===== src/rtl/knight_scanner_pkg.sv =====
// Shared constants for the Knight Rider LED scanner: motion-mode encodings,
// direction encodings and the brightness ceiling helper.
package knight_pkg;

   localparam logic [1:0] MODE_BOUNCE = 2'b00;
   localparam logic [1:0] MODE_WRAP_L = 2'b01;
   localparam logic [1:0] MODE_WRAP_R = 2'b10;
   localparam logic [1:0] MODE_HOLD   = 2'b11;

   localparam logic DIR_LEFT  = 1'b1;   // index counts up
   localparam logic DIR_RIGHT = 1'b0;   // index counts down

   // Full-on brightness for a level register of the given width.
   function automatic int lmax(input int level_w);
      return (1 << level_w) - 1;
   endfunction

endpackage


===== src/rtl/knight_scanner_if.sv =====
// Step/mode inputs and LED/position outputs of the scanner, bundled so the
// prescaler side (master) and the scanner (slave) share one port list.
interface knight_scanner_if #(
   parameter int OUT_WIDTH = 8
) ();

   localparam int HEAD_W = $clog2(OUT_WIDTH);

   logic                 enable;
   logic                 next_pos;
   logic [1:0]           mode;
   logic [OUT_WIDTH-1:0] leds;
   logic [HEAD_W-1:0]    head_pos;
   logic                 dir;
   logic                 turn;

   modport master (
      output enable, next_pos, mode,
      input  leds, head_pos, dir, turn
   );

   modport slave (
      input  enable, next_pos, mode,
      output leds, head_pos, dir, turn
   );

endinterface


===== src/rtl/knight_scanner_pwm.sv =====
// Free-running PWM counter and per-LED brightness compare. A level of LMAX is
// always on, 0 is always off, level k is on for k of every LMAX cycles.
module knight_pwm
   import knight_pkg::*;
#(
   parameter int OUT_WIDTH = 8,
   parameter int LEVEL_W   = 4
) (
   input  logic                              clk,
   input  logic                              reset_n,
   input  logic                              enable,
   input  logic [OUT_WIDTH-1:0][LEVEL_W-1:0] levels,
   output logic [OUT_WIDTH-1:0]              leds
);

   localparam int                 LMAX    = lmax(LEVEL_W);
   localparam logic [LEVEL_W-1:0] CNT_TOP = LEVEL_W'(LMAX - 1);
   localparam logic [LEVEL_W-1:0] CNT_ONE = LEVEL_W'(1);

   logic [LEVEL_W-1:0] pwm_cnt_q, pwm_cnt_d;

   // Counter runs 0..LMAX-1 and wraps, giving a period of LMAX cycles.
   always_comb begin
      pwm_cnt_d = (pwm_cnt_q == CNT_TOP) ? '0 : pwm_cnt_q + CNT_ONE;
   end

   // PWM phase register.
   always_ff @(posedge clk or negedge reset_n) begin
      if (!reset_n) pwm_cnt_q <= '0;
      else          pwm_cnt_q <= pwm_cnt_d;
   end

   // LEDs blank while reset is held so the drive goes dark the instant reset asserts.
   always_comb begin
      for (int i = 0; i < OUT_WIDTH; i++) begin
         leds[i] = reset_n & enable & (levels[i] > pwm_cnt_q);
      end
   end

endmodule


===== src/rtl/knight_scanner.sv =====
// Knight Rider LED scanner: moves a head across OUT_WIDTH LEDs under a step
// strobe, with bounce / wrap-left / wrap-right / hold motion modes.
// Build option KNIGHT_SCANNER_TAIL_EN: when defined, each LED keeps a
// brightness level that decays by DECAY per step, leaving a fading tail;
// when undefined, no level registers exist and only the head is lit.
module knight_scanner
   import knight_pkg::*;
#(
   parameter int OUT_WIDTH = 8,
   parameter int LEVEL_W   = 4,
   parameter int DECAY     = 4
) (
   input logic             clk,
   input logic             reset_n,
   knight_scanner_if.slave bus
);

   localparam int                 HEAD_W     = $clog2(OUT_WIDTH);
   localparam int                 LMAX       = lmax(LEVEL_W);
   localparam logic [HEAD_W-1:0]  POS_MAX    = HEAD_W'(OUT_WIDTH - 1);
   localparam logic [HEAD_W-1:0]  POS_ONE    = HEAD_W'(1);
   localparam logic [LEVEL_W-1:0] LEVEL_FULL = LEVEL_W'(LMAX);

   if (OUT_WIDTH < 2 || OUT_WIDTH > 32) begin : g_chk_width
      $error("knight_scanner: OUT_WIDTH must be 2..32");
   end
   if (DECAY < 1 || DECAY > LMAX) begin : g_chk_decay
      $error("knight_scanner: DECAY must be 1..LMAX");
   end

   logic [HEAD_W-1:0] pos_q, pos_d;
   logic              dir_q, dir_d;
   logic              turn_q, turn_d;

   logic [OUT_WIDTH-1:0][LEVEL_W-1:0] levels_w;
   logic [OUT_WIDTH-1:0]              leds_w;

   // Head motion: next position, direction and turn flag for the sampled mode.
   // NOTE: every output gets a default first so no path through the case leaves a latch.
   always_comb begin
      pos_d  = pos_q;
      dir_d  = dir_q;
      turn_d = 1'b0;
      if (bus.next_pos) begin
         case (bus.mode)
            MODE_BOUNCE: begin
               if (dir_q == DIR_LEFT) begin
                  if (pos_q == POS_MAX) begin
                     // Entered bounce already parked on the far end: reverse rather than overshoot.
                     pos_d  = pos_q - POS_ONE;
                     dir_d  = DIR_RIGHT;
                     turn_d = 1'b1;
                  end else begin
                     pos_d = pos_q + POS_ONE;
                     if (pos_d == POS_MAX) begin
                        dir_d  = DIR_RIGHT;
                        turn_d = 1'b1;
                     end
                  end
               end else begin
                  if (pos_q == '0) begin
                     pos_d  = POS_ONE;
                     dir_d  = DIR_LEFT;
                     turn_d = 1'b1;
                  end else begin
                     pos_d = pos_q - POS_ONE;
                     if (pos_d == '0) begin
                        dir_d  = DIR_LEFT;
                        turn_d = 1'b1;
                     end
                  end
               end
            end
            MODE_WRAP_L: begin
               dir_d = DIR_LEFT;
               if (pos_q == POS_MAX) begin
                  pos_d  = '0;
                  turn_d = 1'b1;
               end else begin
                  pos_d = pos_q + POS_ONE;
               end
            end
            MODE_WRAP_R: begin
               dir_d = DIR_RIGHT;
               if (pos_q == '0) begin
                  pos_d  = POS_MAX;
                  turn_d = 1'b1;
               end else begin
                  pos_d = pos_q - POS_ONE;
               end
            end
            default: begin
               // Hold: position and direction stay put.
            end
         endcase
      end
   end

   // Position, direction and turn registers.
   // NOTE: non-blocking assignments so every flop samples pre-edge values.
   always_ff @(posedge clk or negedge reset_n) begin
      if (!reset_n) begin
         pos_q  <= '0;
         dir_q  <= DIR_LEFT;
         turn_q <= 1'b0;
      end else begin
         pos_q  <= pos_d;
         dir_q  <= dir_d;
         turn_q <= turn_d;
      end
   end

`ifdef KNIGHT_SCANNER_TAIL_EN
   localparam logic [LEVEL_W-1:0] LEVEL_DECAY = LEVEL_W'(DECAY);

   logic [OUT_WIDTH-1:0][LEVEL_W-1:0] level_q, level_d;

   // On each step the new head goes full bright and every other LED fades, floored at 0.
   always_comb begin
      level_d = level_q;
      if (bus.next_pos) begin
         for (int i = 0; i < OUT_WIDTH; i++) begin
            if (HEAD_W'(i) == pos_d)
               level_d[i] = LEVEL_FULL;
            else if (level_q[i] > LEVEL_DECAY)
               level_d[i] = level_q[i] - LEVEL_DECAY;
            else
               level_d[i] = '0;
         end
      end
   end

   // Brightness level registers.
   // NOTE: this is a handful of flops, not a RAM, so resetting the whole array is cheap and intended.
   always_ff @(posedge clk or negedge reset_n) begin
      if (!reset_n) begin
         level_q    <= '0;
         level_q[0] <= LEVEL_FULL;
      end else begin
         level_q <= level_d;
      end
   end

   assign levels_w = level_q;
`else
   // Single-dot scanner: only the head is lit, at full brightness.
   always_comb begin
      for (int i = 0; i < OUT_WIDTH; i++) begin
         levels_w[i] = (HEAD_W'(i) == pos_q) ? LEVEL_FULL : '0;
      end
   end
`endif

   knight_pwm #(
      .OUT_WIDTH (OUT_WIDTH),
      .LEVEL_W   (LEVEL_W)
   ) u_pwm (
      .clk     (clk),
      .reset_n (reset_n),
      .enable  (bus.enable),
      .levels  (levels_w),
      .leds    (leds_w)
   );

   assign bus.leds     = leds_w;
   assign bus.head_pos = pos_q;
   assign bus.dir      = dir_q;
   assign bus.turn     = turn_q;

endmodule


===== src/flat_wrapper.sv =====
// flat-port wrapper written by rule: the top's interface ports become plain ports
module knight_scanner_flat import knight_pkg::*;
#(
   parameter int OUT_WIDTH = 8,
   parameter int LEVEL_W   = 4,
   parameter int DECAY     = 4
)
  (clk, reset_n, bus_enable, bus_next_pos, bus_mode, bus_leds, bus_head_pos, bus_dir, bus_turn);
  knight_scanner_if #(.OUT_WIDTH(OUT_WIDTH)) bus_i ();
  input logic clk;
  input logic reset_n;
  input wire logic [$bits(bus_i.enable)-1:0] bus_enable;
  input wire logic [$bits(bus_i.next_pos)-1:0] bus_next_pos;
  input wire logic [$bits(bus_i.mode)-1:0] bus_mode;
  output wire logic [$bits(bus_i.leds)-1:0] bus_leds;
  output wire logic [$bits(bus_i.head_pos)-1:0] bus_head_pos;
  output wire logic [$bits(bus_i.dir)-1:0] bus_dir;
  output wire logic [$bits(bus_i.turn)-1:0] bus_turn;
  assign bus_i.enable = bus_enable;
  assign bus_i.next_pos = bus_next_pos;
  assign bus_i.mode = bus_mode;
  assign bus_leds = bus_i.leds;
  assign bus_head_pos = bus_i.head_pos;
  assign bus_dir = bus_i.dir;
  assign bus_turn = bus_i.turn;
  knight_scanner #(.OUT_WIDTH(OUT_WIDTH), .LEVEL_W(LEVEL_W), .DECAY(DECAY)) u_core (.clk(clk), .reset_n(reset_n), .bus(bus_i));
endmodule

===== config.mk =====
export PLATFORM = sky130hd
export DESIGN_NAME = knight_scanner_flat
export DESIGN_NICKNAME = d
export VERILOG_FILES = /design/src/rtl/knight_scanner_pkg.sv /design/src/rtl/knight_scanner_if.sv /design/src/rtl/knight_scanner_pwm.sv /design/src/rtl/knight_scanner.sv /design/src/flat_wrapper.sv
export SDC_FILE = /design/constraint.sdc
export NUM_CORES = 1
export LEC_CHECK = 0
export CAP_MARGIN = 10
export CORE_MARGIN = 8
export CORE_UTILIZATION = 50
export CTS_CLUSTER_DIAMETER = 50
export DETAILED_ROUTE_END_ITERATION = 8
export GPL_TIMING_DRIVEN = 0
export PLACE_DENSITY_LB_ADDON = 0.08
export SLEW_MARGIN = 20
export SYNTH_ARGS = -nofsm -noshare
export SYNTH_HDL_FRONTEND = slang
export SYNTH_SLANG_ARGS = --single-unit

===== constraint.sdc =====
create_clock -name clk -period 2.2 [get_ports clk]
set_input_delay 0.66 -clock clk [delete_from_list [all_inputs] [get_ports clk]]
set_output_delay 0.66 -clock clk [all_outputs]
set_load 0.03 [all_outputs]

; Word-level counts from Yosys, hierarchy flattened
; Cells that the tools add are included.
[totals]
regBits = 9
out_inout_bits = 13
word_cells = 69
[op_classes]
n_addsub = 3
magnitude_cmp = 8
eq_ne = 12
muxes = 28
bitwise_logic = 9
reduce_logical = 5
[ops]
columns = operator, n
row1 = $mux W4, 9
row2 = $gt A4 B4 Y1, 8
row3 = $mux W3, 5
row4 = $eq A3 B3 Y1 const A, 4
row5 = $mux W1, 11
row6 = $and A1 B1 Y1, 9
row7 = $pmux W3 S3, 1
row8 = $eq A2 B3 Y1 const A, 2
row9 = $eq A3 B3 Y1 const B, 2
row10 = $logic_not A3 Y1, 2
row11 = $pmux W1 S3, 2
row12 = $add A4 B1 Y4 const B, 1
row13 = $eq A4 B4 Y1 const B, 1
row14 = $add A3 B1 Y3 const B, 1
row15 = $eq A1 B3 Y1 const A, 1
row16 = $reduce_bool A3 Y1, 1
row17 = $sub A3 B1 Y3 const B, 1
row18 = $eq A2 B1 Y1 const B, 1
row19 = $eq A2 B2 Y1 const B, 1
row20 = $logic_not A2 Y1, 1
row21 = $reduce_and A2 Y1, 1

; Longest topological paths before layout
[logic_depth]
depth_word = 7
depth_mapped = 6
mapped_depth_nobuf = 6

; Cells and area by module
; Synthesis repeated with hierarchy kept, for this count alone.
[hier_totals]
hier_cells = 179
hier_area_um2 = 1570.3
[by_module_without_submodules]
columns = mod, instances, cells_each, area_each_um2, seq_area_each_um2
row1 = knight_pwm, 1, 99, 908.4, 100.1
row2 = knight_scanner, 1, 80, 661.9, 126.4

; Least setup slack after synthesis
; No wires, ideal clock.
[synth_timing]
path_type = register to output
start = register u_core.pos_q[0] (netlist: u_core.bus.head_pos[0])
end = output bus_leds[4]
t_arrival_ns = 1.704
t_required_ns = 1.540
setup_slack_ns = -0.164
path_stages_with_launch = 5
path_buffers = 0
cell_sequence = dfrtp_1 -> inv_1 -> ha_1 -> inv_1 -> nor3_1
[synth_between]
elab_chain_cells = 4
[synth_lines]
columns = element, line
row1 = from (decl), knight_scanner.sv:31  ; logic [HEAD_W-1:0] pos_q, pos_d;
row2 = from (signal assigned), knight_scanner.sv:107  ; pos_q <= pos_d;
row3 = $eq A3 B3 Y1, knight_scanner.sv:149  ; levels_w[i] = (HEAD_W'(i) == pos_q) ? LEVEL_FULL : '0;
row4 = $mux W4, knight_scanner.sv:149
row5 = $gt A4 B4 Y1, knight_scanner_pwm.sv:36  ; leds[i] = reset_n & enable & (levels[i] > pwm_cnt_q);
row6 = $and A1 B1 Y1, knight_scanner_pwm.sv:36
row7 = to (decl), flat_wrapper.sv:15  ; output wire logic [$bits(bus_i.leds)-1:0] bus_leds;
; Every way passes these cells.

; Final worst setup path
[layout_timing]
start = register u_core.dir_q (netlist: u_core.bus.dir)
end = output bus_dir
[layout_rtl]
columns = element, line
row1 = from (decl), knight_scanner.sv:32  ; logic dir_q, dir_d;
row2 = from (signal assigned), knight_scanner.sv:108  ; dir_q <= dir_d;
row3 = to (decl), flat_wrapper.sv:17  ; output wire logic [$bits(bus_i.dir)-1:0] bus_dir;
; No word-level cell between the ends.

==> metrics.cfg <==
[outcome]
status = finished, final reports clean

[final_layout]
final_layout_size_suffix_gt1_share_pct = 24.8
fillers = 132
area_growth_pct = 29.4
diodes = 0
nNetsFinal = 144
final_cell_mix = 10 x nand2_1, 10 x ha_1, 8 x clkdlybuf4s50_1, 7 x buf_6
fin_cells = 150

[placement]
portBuffers = 18
place_congestion = 0.837
post-place-cells = 147
dp_hpwl_mm = 1.64

[sta]
period_needed_ps = 2150
setup_viol = 0
skew_ps = 16.3
period_share_pct = 97.7
hold_violations = 0
maxSlewViolCount = 0
rsz0062_at_grt = false
fmax_mhz = 465
whs_ps = 241
maxSlewHeadroom_pct = 79.2
tightest_slew_ps = 311

[critical_path]
r2r-start = u_core.bus.head_pos[1]
r2r_slack_ps = 470
critPathLaunchType = register
crit_required_ps = 1540
path_buf_inv = 1
cp-end-kind = primary output
worstReg2RegEnd = u_core.bus.head_pos[2]
max_stage_delay_ps = 670
path_max_fanout = 4
path_delay_family = buffers and inverters
cp.arrival_ps = 1490
path_class = register to primary output
path_cells = clkdlybuf4s50_1
ff2ff_path_depth = 6
slowest_stage = clkdlybuf4s50_1

[pwr]
ir_drop_v = 0.000812
finalPower_mw = 1.22
power_density_nw_per_um2 = 1060
power_leakage_nw = 0.500

[global_routing]
grt_max_degree = 12
antenna_found_initial = 0
gr-total-overflow = 0
grt_pass1_vias = 835
grtUsageTotal_pct = 13.6
grt_pass1_wl_mm = 3.61

[floorplanning]
rows = 15
core-area_um2 = 1710
die_y_um = 58.2
dieArea_um2 = 3380
die_x_um = 58.2
start_util_pct = 52.0
ios = 19

[clock_network]
cts_root_buf = clkbuf_4
clkLatencyLatePin_ps = 260
path_clk_slew_ps = 70
post_cts_buffers = 0
clock_sinks = 9
cts_buffers = 3
cts_tree = done
cts_buffer_depth = 2
hold_buffers = 0
htree_levels = 1

[logic_synthesis]
ys_seq_elements = 9
synthesis.nets = 122
avgSynthCellArea_um2 = 8.54
synth_top_area_share_pct = 22.5
syn_area_um2 = 888
netlist-cell-type-count = 37
synth_area_leader_cell = dfrtp_1
synthCells = 104
ys.warnings.count = 0
synth-seq-area-share_pct = 25.5
synth_area_leaders = dfrtp_1 23%, ha_1 17%, and3_1 4.9%

[route]
first_pass_iters = 5
remaining_drc_errors = 0
vias_per_cell = 5.71
routed_wl_mm = 2.19
ant_nets = 0
wl_per_cell_um = 14.6
vias = 857
drt-initial-drc-count = 29

[worst_hold_path]
hp-class = input pin to asynchronous set/reset pin

[job]
drv_cap = 0

## cell families after synthesis
family                   share of synthesized area [%]
XOR/XNOR                                         0.986
AO/OA/AOI/OAI                                     22.0
AND/OR/NAND/NOR                                   22.5
adder cells (fa/ha/maj)                           16.9
flip-flops                                        25.5
buffers and inverters                             8.73
multiplexers                                      3.38
## per-layer routing
metal | wire (um) | track usage [%]
met1 | 909 | 14.8
met2 | 1080 | 23.6
met3 | 118 | 2.21
met4 | 80 | 9.09
met5 | 0 | 0
## Yosys cell counts
library cell,n
or2_0,1
nand3_1,3
nor3_1,1
a311o_1,1
inv_1,8
o21ai_1,4
a21boi_0,1
clkinv_8,1
nand3_2,1
buf_6,2
dfstp_2,1
nand2_1,10
nor2b_2,1
nor2_1,4
nand4_1,1
a221oi_1,1
o22ai_1,1
nor3b_1,2
nand2_2,1
o21ai_0,3
o32ai_1,1
a211oi_1,3
mux2i_1,3
ha_1,12
buf_2,1
xnor2_1,1
dfrtp_1,8
clkbuf_1,1
and3_1,7
a21oi_1,6
a32oi_1,1
a2111oi_2,1
a211o_1,2
nand2b_1,2
or3_1,1
a31oi_1,4
nor2b_1,2
## layout make-up
cell class                      count  area, um2  area share, %
Multi-Input combinational cell     82        619           53.9
Sequential cell                     9        229           19.9
Timing Repair Buffer               18        170           14.8
Inverter                            9       46.3           4.03
Tap cell                           25       31.3           2.72
Buffer                              3       27.5           2.39
Clock buffer                        4       26.3           2.29
## report_power, final
part / switching (mW) / total (mW) / internal, mW
clock: 0.0577 / 0.127 / 0.0696
sequential: 0.0520 / 0.259 / 0.207
combinational: 0.478 / 0.830 / 0.352
total: 0.588 / 1.22 / 0.628
## what timing repair did
item | in CTS | in global routing
gates resized for setup | 64 | 4
cloned | 0 | 0
endpoints found under the setup margin | 8 | 3
## state kept, by name (all words and copies together) (netlist names)
name,cells
u_core.bus.head_pos,3
u_core.bus.dir,1
u_core.u_pwm.pwm_cnt_q,4
u_core.bus.turn,1
## per-stage QoR
stage	setup TNS [ps]	instance area (um2)	setup slack, ps	utilization [%]
final	0	1150	51.1	67.3
after global routing	0	1150	21.0	67.3
after CTS	0	1140	24.0	66.6
after detailed placement	-8230	1100	-1030	64.7
after global placement	-7960	1100	-1020	64.7
after floorplan	0	893	79.1	-
## worst max-delay path by stage
| stage | cells past startpoint | slack [ps] | start | end |
|---|---|---|---|---|
| 6_report | 1 | 50 | u_core.bus.dir | bus_dir |
| 5_1_grt | 4 | 20 | u_core.u_pwm.pwm_cnt_q[1] | bus_leds[2] |
| 4_1_cts | 5 | 20 | u_core.bus.head_pos[1] | bus_leds[4] |
| 3_5_place_dp | 4 | -1030 | reset_n | bus_leds[6] |
| 3_3_place_gp | 4 | -1020 | reset_n | bus_leds[6] |
| 2_1_floorplan | 3 | 80 | u_core.bus.head_pos[0] | bus_leds[7] |
No activity file was read; power rests on OpenSTA's default activity.
